**src/rtl/cache_miss_handler.sv**
```systemverilog
// cache_miss_handler
//   Per-bank miss controller behind the 4-way tag-compare stage. Tracks a
//   tree-PLRU per set, picks a victim on a miss (first Invalid way, else the
//   PLRU way), writes back a dirty victim, fetches the missing line and
//   issues a one-cycle fill write into the tag/meta/data arrays.
// Ports:
//   clk, rst                 clock, async active-high reset
//   req_valid/index/tag      lookup result from the tag-compare stage
//   hit, way_out             hit flag and one-hot hit way
//   tag_cur_state, meta_in   the set's tags and meta (8 bits per way)
//   victim_data_in           victim line data, sampled on miss accept
//   busy                     miss in progress
//   mem_req_*                memory request channel (rw=1 write-back)
//   mem_resp_valid/data      write-back ack / read data
//   fill_*                   one-cycle array write strobe and payload
module cache_miss_handler #(
  parameter int TAG_SIZE   = 20,
  parameter int INDEX_SIZE = 6,
  parameter int LINE_W     = 128
) (
  input  logic                         clk,
  input  logic                         rst,
  input  logic                         req_valid,
  input  logic [INDEX_SIZE-1:0]        req_index,
  input  logic [TAG_SIZE-1:0]          req_tag,
  input  logic                         hit,
  input  logic [3:0]                   way_out,
  input  logic [TAG_SIZE*4-1:0]        tag_cur_state,
  input  logic [31:0]                  meta_in,
  input  logic [LINE_W-1:0]            victim_data_in,
  output logic                         busy,
  output logic                         mem_req_valid,
  output logic                         mem_req_rw,
  output logic [TAG_SIZE+INDEX_SIZE-1:0] mem_req_addr,
  output logic [LINE_W-1:0]            mem_req_data,
  input  logic                         mem_req_ready,
  input  logic                         mem_resp_valid,
  input  logic [LINE_W-1:0]            mem_resp_data,
  output logic                         fill_valid,
  output logic [3:0]                   fill_way,
  output logic [INDEX_SIZE-1:0]        fill_index,
  output logic [TAG_SIZE-1:0]          fill_tag,
  output logic [LINE_W-1:0]            fill_data,
  output logic [7:0]                   fill_meta
);
  localparam logic [2:0] IDLE       = 3'd0;
  localparam logic [2:0] WB_REQ     = 3'd1;
  localparam logic [2:0] WB_WAIT    = 3'd2;
  localparam logic [2:0] FILL_REQ   = 3'd3;
  localparam logic [2:0] FILL_WAIT  = 3'd4;
  localparam logic [2:0] FILL_WRITE = 3'd5;
  localparam int SETS = 1 << INDEX_SIZE;

  logic [2:0]            state;
  logic [2:0]            plru [SETS];
  logic [INDEX_SIZE-1:0] idx_q;
  logic [TAG_SIZE-1:0]   tag_q, vtag_q;
  logic [3:0]            vway_q;
  logic                  vdirty_q;
  logic [LINE_W-1:0]     vdata_q, fdata_q;

  // PLRU bits are {b2,b1,b0}; a touch points the tree away from the way used.
  function automatic logic [2:0] touch(input logic [2:0] p, input logic [3:0] w);
    logic [2:0] n;
    n = p;
    if (w[0])      n = {p[2], 2'b11};
    else if (w[1]) n = {p[2], 2'b01};
    else if (w[2]) n = {1'b1, p[1], 1'b0};
    else if (w[3]) n = {1'b0, p[1], 1'b0};
    return n;
  endfunction

  // Victim: lowest Invalid way first, otherwise follow the PLRU tree.
  logic [3:0]          inv, vway;
  logic [2:0]          plru_rd;
  logic [TAG_SIZE-1:0] vtag;
  logic                vdirty;
  always_comb begin
    for (int i = 0; i < 4; i++) inv[i] = (meta_in[8*i +: 4] == 4'd1);
    plru_rd = plru[req_index];
    if (inv[0])           vway = 4'b0001;
    else if (inv[1])      vway = 4'b0010;
    else if (inv[2])      vway = 4'b0100;
    else if (inv[3])      vway = 4'b1000;
    else if (!plru_rd[0]) vway = plru_rd[1] ? 4'b0010 : 4'b0001;
    else                  vway = plru_rd[2] ? 4'b1000 : 4'b0100;
    vtag   = '0;
    vdirty = 1'b0;
    for (int i = 0; i < 4; i++) begin
      if (vway[i]) begin
        vtag   = vtag | tag_cur_state[TAG_SIZE*i +: TAG_SIZE];
        vdirty = vdirty | (meta_in[8*i +: 4] == 4'd3);
      end
    end
  end

  // Upper meta nibbles carry fields this block does not act on.
  logic unused_meta;
  assign unused_meta = ^{meta_in[31:28], meta_in[23:20], meta_in[15:12], meta_in[7:4]};

  always_ff @(posedge clk or posedge rst) begin
    if (rst) begin
      for (int s = 0; s < SETS; s++) plru[s] <= 3'b000;
    end else if (state == IDLE && req_valid && hit) begin
      plru[req_index] <= touch(plru[req_index], way_out);
    end else if (state == FILL_WRITE) begin
      plru[idx_q] <= touch(plru[idx_q], vway_q);
    end
  end

  always_ff @(posedge clk or posedge rst) begin
    if (rst) begin
      state    <= IDLE;
      idx_q    <= '0;
      tag_q    <= '0;
      vtag_q   <= '0;
      vway_q   <= '0;
      vdirty_q <= 1'b0;
      vdata_q  <= '0;
      fdata_q  <= '0;
    end else begin
      case (state)
        IDLE: if (req_valid && !hit) begin
          idx_q    <= req_index;
          tag_q    <= req_tag;
          vtag_q   <= vtag;
          vway_q   <= vway;
          vdirty_q <= vdirty;
          vdata_q  <= victim_data_in;
          state    <= vdirty ? WB_REQ : FILL_REQ;
        end
        WB_REQ:    if (mem_req_ready)  state <= WB_WAIT;
        WB_WAIT:   if (mem_resp_valid) state <= FILL_REQ;
        FILL_REQ:  if (mem_req_ready)  state <= FILL_WAIT;
        FILL_WAIT: if (mem_resp_valid) begin
          fdata_q <= mem_resp_data;
          state   <= FILL_WRITE;
        end
        FILL_WRITE: state <= IDLE;
        default:    state <= IDLE;
      endcase
    end
  end

  // Outputs decode from state and latched fields, so they are zero in IDLE.
  always_comb begin
    busy          = (state != IDLE);
    mem_req_valid = (state == WB_REQ) || (state == FILL_REQ);
    mem_req_rw    = (state == WB_REQ);
    mem_req_addr  = '0;
    mem_req_data  = '0;
    if (state == WB_REQ) begin
      mem_req_addr = {vtag_q, idx_q};
      mem_req_data = vdata_q;
    end else if (state == FILL_REQ) begin
      mem_req_addr = {tag_q, idx_q};
    end
    fill_valid = (state == FILL_WRITE);
    fill_way   = fill_valid ? vway_q  : '0;
    fill_index = fill_valid ? idx_q   : '0;
    fill_tag   = fill_valid ? tag_q   : '0;
    fill_data  = fill_valid ? fdata_q : '0;
    fill_meta  = fill_valid ? 8'h02   : 8'h00;
  end

  logic unused_dirty;
  assign unused_dirty = vdirty_q;
endmodule

```
**config.mk**
```make
export PLATFORM = sky130hd
export DESIGN_NAME = cache_miss_handler
export DESIGN_NICKNAME = d
export VERILOG_FILES = /design/src/rtl/cache_miss_handler.sv
export SDC_FILE = /design/constraint.sdc
export NUM_CORES = 2
export LEC_CHECK = 0
export ABC_AREA = 1
export CORE_AREA = 5 5 280 282
export DETAILED_ROUTE_END_ITERATION = 16
export DIE_AREA = 0 0 285 287
export REMOVE_ABC_BUFFERS = 1
export SYNTH_ARGS = -nofsm -noshare
export SYNTH_HDL_FRONTEND = slang
export SYNTH_SLANG_ARGS = --single-unit
```
**constraint.sdc**
```tcl
create_clock -name clk -period 22.5 [get_ports clk]
set_clock_uncertainty 0.05 [all_clocks]
set_input_delay 4.5 -clock clk [delete_from_list [all_inputs] [get_ports clk]]
set_output_delay 4.5 -clock clk [all_outputs]
set_load 0.01 [all_outputs]
```
* Word level (Yosys, flattened, before mapping)
Cells that the tools add are included.
Storage, ports and cells: flip-flop bits (word level) 501, logic and storage cells 169, output and inout port bits 324, input port bits 404
Operators by class: bitwise operators 8, $lt $le $gt $ge 4, mux-type cells 55, reductions and logical operators 13, equality and inequality tests 18
Operator list (count):
- 192-bit bitwise mux | 2
- 192-bit two-way mux | 2
- 128-bit two-way mux | 2
- 20-bit two-way mux | 5
- 3-bit two-way mux | 22
- 20-bit OR | 3
- 26-bit two-way mux | 2
- 3-bit binary-select mux with 6-bit select | 2
- 3-bit demux with 6-bit select | 2
- 4-bit two-way mux | 7
- 4-bit by 1-bit equality test with 1-bit output (second input constant) | 4
- 4-bit by 2-bit equality test with 1-bit output (second input constant) | 4
- 3-bit case mux with 5 select lines | 1
- 7-bit >= comparator (second input constant) | 2
- 7-bit by 1-bit less-than comparator with 1-bit output (second input constant) | 2
- 6-bit NOT with 7-bit output | 2
- 3-bit by 2-bit equality test with 1-bit output (second input constant) | 2
- 3-bit equality test (second input constant) | 2
- 2-bit two-way mux | 3
- 6-bit two-way mux | 1
- 2-bit != test (second input constant) | 3
- 1-bit logical AND | 5
- 5-bit AND reduction | 1
- 1-bit two-way mux | 4
- 9 further kinds | 13

* Longest topological paths before layout
word-level depth 20, depth in mapped cells 20, mapped depth without buffers 18

* Worst setup path after synthesis
OpenSTA, ideal clock, no wires.
path kind input port to flip-flop, start point input req_index[2], end point register vtag_q[0], cell stages on the path 17, buffers on the path 3, data arrival time 6.164 ns, library setup time 0.117 ns, data required time 22.333 ns, slack 16.168 ns, cells stage by stage buf_2 -> nand2_1 -> inv_2 -> buf_2 -> nand3_1 -> nand2_1 -> o21ai_0 -> nand2_1 -> nor2_1 -> nand3_1 -> nand3_1 -> inv_2 -> buf_2 -> nand2_1 -> nand3_1 -> nor2_1 -> nor2_1
On the way: word-level cells in the longest chain between the ends 17, elaborated cells between the ends (all ways) 18, those cells by class mux: 14; bitwise: 4
Ends and longest elaborated chain:
- from (decl) | line 24 | input logic [INDEX_SIZE-1:0] req_index,
- 6-bit NOT with 7-bit output (not written as such) (*) | line 80 | plru_rd = plru[req_index];
- 3-bit binary-select mux with 6-bit select (*) | line 80
- 3-bit two-way mux (not written as such) (*) (2 in series) | line 80
- 2-bit two-way mux | line 85 | else if (!plru_rd[0]) vway = plru_rd[1] ? 4'b0010 : 4'b0001;
- 4-bit two-way mux (*) | line 85
- 4-bit two-way mux (*) | line 84 | else if (inv[3]) vway = 4'b1000;
- 4-bit two-way mux (*) | line 83 | else if (inv[2]) vway = 4'b0100;
- 4-bit two-way mux (*) | line 82 | else if (inv[1]) vway = 4'b0010;
- 4-bit two-way mux (*) | line 81 | if (inv[0]) vway = 4'b0001;
- 20-bit two-way mux | line 90 | if (vway[i]) begin
- 20-bit OR | line 91 | vtag = vtag | tag_cur_state[TAG_SIZE*i +: TAG_SIZE];
- 20-bit two-way mux | line 90
- 20-bit OR | line 91
- 20-bit two-way mux | line 90
- 20-bit OR | line 91
- 20-bit two-way mux (*) | line 90
- to (signal assigned) | line 126 | vtag_q <= vtag;
- to (decl) | line 57 | logic [TAG_SIZE-1:0] tag_q, vtag_q;
Mark *: on every way between the ends. The rest lies on a longest branch, timed or not. The select of a mux whose other input is x is not followed. A chain may end at the register's enable or synchronous reset.

* Worst setup path after layout
start point input req_index[0], end point register vtag_q[9]
The elaborated chain is that of the path after synthesis.

==> results.json <==
{
  "avgSynthCellArea_um2": 6.82,
  "crit_path_end_kind": "flip-flop",
  "ctsHoldBuffers": 0,
  "drt_first_pass_iters": 8,
  "fin_nets": 5086,
  "hold_viol": 0,
  "period_minus_slack_ns": 8.90,
  "worstPathCellList": "buf_4 > buf_4 > clkinv_2 > buf_4 > nand2_1 > nand3_1 > nand2_1 > o21ai_0 > nand2_1 > nor2_1 > nand3_1 > nand3_1 > inv_2 > nand2_1 > nand3_1 > nor2_1 > nor2_1",
  "cts-root-buf": "clkbuf_16",
  "post_cts_resize_count": 0,
  "max-clock-path-buffers": 3,
  "critPathKind": "primary input to flip-flop",
  "finalWorstSetupSlack_ns": 13.60,
  "cp_data_arrival_time_ns": 9.38,
  "synth_edf_count": 0,
  "grt_overflow": 0,
  "post_cts_buffers": 0,
  "worstPathRequired_ns": 22.98,
  "peakVddDrop_mv": 0.129,
  "place_hpwl_um": 103000,
  "die_h_um": 287,
  "pre_cts_ws_ns": 13.32,
  "coreArea_um2": 75400,
  "whs_ns": 0.430,
  "multi_input_area_um2": 12300,
  "port_buffers": 704,
  "final.setup.tns_ns": 0,
  "min_period_over_period_pct": 39.6,
  "final_cells": 5710,
  "place_congestion": 1.09,
  "rows": 101,
  "synth-main-ff-cell": "dfrtp_1",
  "die_w_um": 285,
  "syn-cell-area_um2": 27900,
  "leakage_nw": 18.2,
  "crit_slowest_cell": "buf_4",
  "grt_pass1_wl_um": 200000,
  "total_power_mw": 3.92,
  "powerDensity_nw_per_um2": 105,
  "ys_ff_latch": 501,
  "crit_fanout": 81,
  "grt_pass1_vias": 27600,
  "vias": 30300,
  "numCtsBuffers": 59,
  "ys_seq_area_share_pct": 45.0,
  "seqCellArea_um2": 12500,
  "dpl.cell_count": 5599,
  "status": "finished, final reports clean",
  "route.detailed.drc": 0,
  "synthDistinctLibCells": 35,
  "fillers": 7583,
  "die-area_um2": 81800,
  "initial_core_util_pct": 37.0,
  "maxSlewViolCount": 0,
  "htree_num_levels": 2,
  "drv_cap": 0,
  "ant_nets": 0,
  "viasPerCell": 5.30,
  "grt_antenna_before_repair": 18,
  "async_flop_share_pct": 100,
  "cts_tree": "done",
  "grt_start_max_net_pins": 199,
  "hold_depth": 2,
  "cts.sinks": 501,
  "dr.first_iter.drc_count": 4047,
  "ff2ff_path_depth": 12,
  "setup_viol": 0,
  "wl_um": 142000,
  "drive_above_1_share_pct": 3.41,
  "rsz0062_at_grt": "no",
  "yosys_warnings": 0,
  "synthCells": 4090,
  "grt_use_total_pct": 33.1,
  "max_stage_delay_ns": 0.80,
  "clkTransAtPathRegs_ns": 0.06,
  "syn2layout_area_growth_pct": 34.2,
  "worstSetupStartpointType": "primary input",
  "hold_class": "flip-flop to flip-flop",
  "relSlewSlack_pct": 19.7,
  "insertion_delay_ns": 0.64,
  "wl_per_cell_um": 24.8,
  "worst_pin_slew_ns": 1.20,
  "max_freq_ghz": 0.112,
  "ioPinCount": 728
}
where the power goes:
group	leakage [nW]	total [mW]	switching, mW	internal [mW]
sequential	5.62	1.33	0.110	1.22
clock	0.909	0.946	0.409	0.537
combinational	11.7	1.64	1.13	0.511
per-layer routing:
| metal | wire length [um] | vias up | global-route usage, % |
|---|---|---|---|
| li1 | - | 14000 | - |
| met1 | 56600 | 14300 | 43.5 |
| met2 | 60000 | 1680 | 48.9 |
| met3 | 20000 | 272 | 15.2 |
| met4 | 4830 | 10 | 10.2 |
| met5 | 76 | - | 0 |
worst max-delay path: cells and delay by family:
family	cells	cell delay [ns]
AO/OA/AOI/OAI	1	0.49
AND/OR/NAND/NOR	11	2.30
buffers and inverters	5	1.90
flip-flops by register name, indices dropped and copies added, names as in the netlist:
register  cells
fdata_q     128
idx_q         6
plru        192
state         3
tag_q        20
vdata_q     128
vtag_q       20
vway_q        4
final cells by class:
type / count / share of cell area (%)
multi-input cells: 2801 / 32.8
diodes: 7 / 0.0468
repair buffers: 735 / 19.5
clock buffers: 82 / 4.47
flip-flops and latches: 501 / 33.5
clock inverters: 22 / 0.471
inverters: 584 / 5.91
well taps: 978 / 3.27
per-stage QoR:
stage / util (%) / instance area, um2
2_1_floorplan: - / 27000
3_3_place_gp: 47.1 / 35600
3_5_place_dp: 47.1 / 35600
4_1_cts: 49.6 / 37400
5_1_grt: 49.6 / 37400
6_report: 49.6 / 37400
Yosys cell counts, types with 4 or more instances:
cell type | n | area, um2
a21oi_1 | 286 | 1430
a22oi_1 | 133 | 998
buf_1 | 9 | 33.8
buf_2 | 74 | 370
buf_4 | 16 | 120
clkbuf_1 | 111 | 417
dfrtp_1 | 501 | 12500
inv_1 | 568 | 2130
inv_2 | 14 | 52.6
nand2_1 | 1127 | 4230
nand2_2 | 4 | 25.0
nand3_1 | 161 | 806
nand4_1 | 15 | 93.8
nor2_1 | 687 | 2580
nor3_1 | 20 | 100
o211ai_1 | 11 | 82.6
o21ai_0 | 271 | 1360
o21ai_1 | 15 | 75.1
o22ai_1 | 39 | 244
or2_2 | 4 | 25.0
logic make-up after synthesis:
kind of cell	share of synthesized area, %
AO/OA/AOI/OAI	15.2
AND/OR/NAND/NOR	28.6
other	0.0134
flip-flops	45.0
buffers and inverters	11.2
cells in the final DEF, fill, tap and decap left out, types with 15 or more instances in the layout:
cell	netlist	final
nand3_1	161	160
buf_4	16	31
a21oi_1	286	286
clkdlybuf4s50_1	0	703
inv_1	568	566
clkinv_2	0	15
nor2_1	687	685
o21ai_0	271	271
a22oi_1	133	133
o21ai_1	15	15
o22ai_1	39	39
dfrtp_1	501	501
nand4_1	15	15
clkbuf_16	0	59
nand2_1	1127	1127
nor3_1	20	20
final timing paths:
check                                       from                      end  slack [ns]
setup / recovery                    req_index[0]    vtag_q[9]$_DFFE_PP0P_       13.60
hold / removal             plru[105]$_DFFE_PP0P_    plru[105]$_DFFE_PP0P_        0.43
setup reg to reg            idx_q[2]$_DFFE_PP0P_     plru[70]$_DFFE_PP0P_       17.99
hold reg to reg            plru[105]$_DFFE_PP0P_    plru[105]$_DFFE_PP0P_        0.43
max in group asynchronous                    rst     plru[34]$_DFFE_PP0P_       15.75
min in group asynchronous                    rst  fdata_q[70]$_DFFE_PP0P_        4.35
No activity file was read; power rests on OpenSTA's default activity.
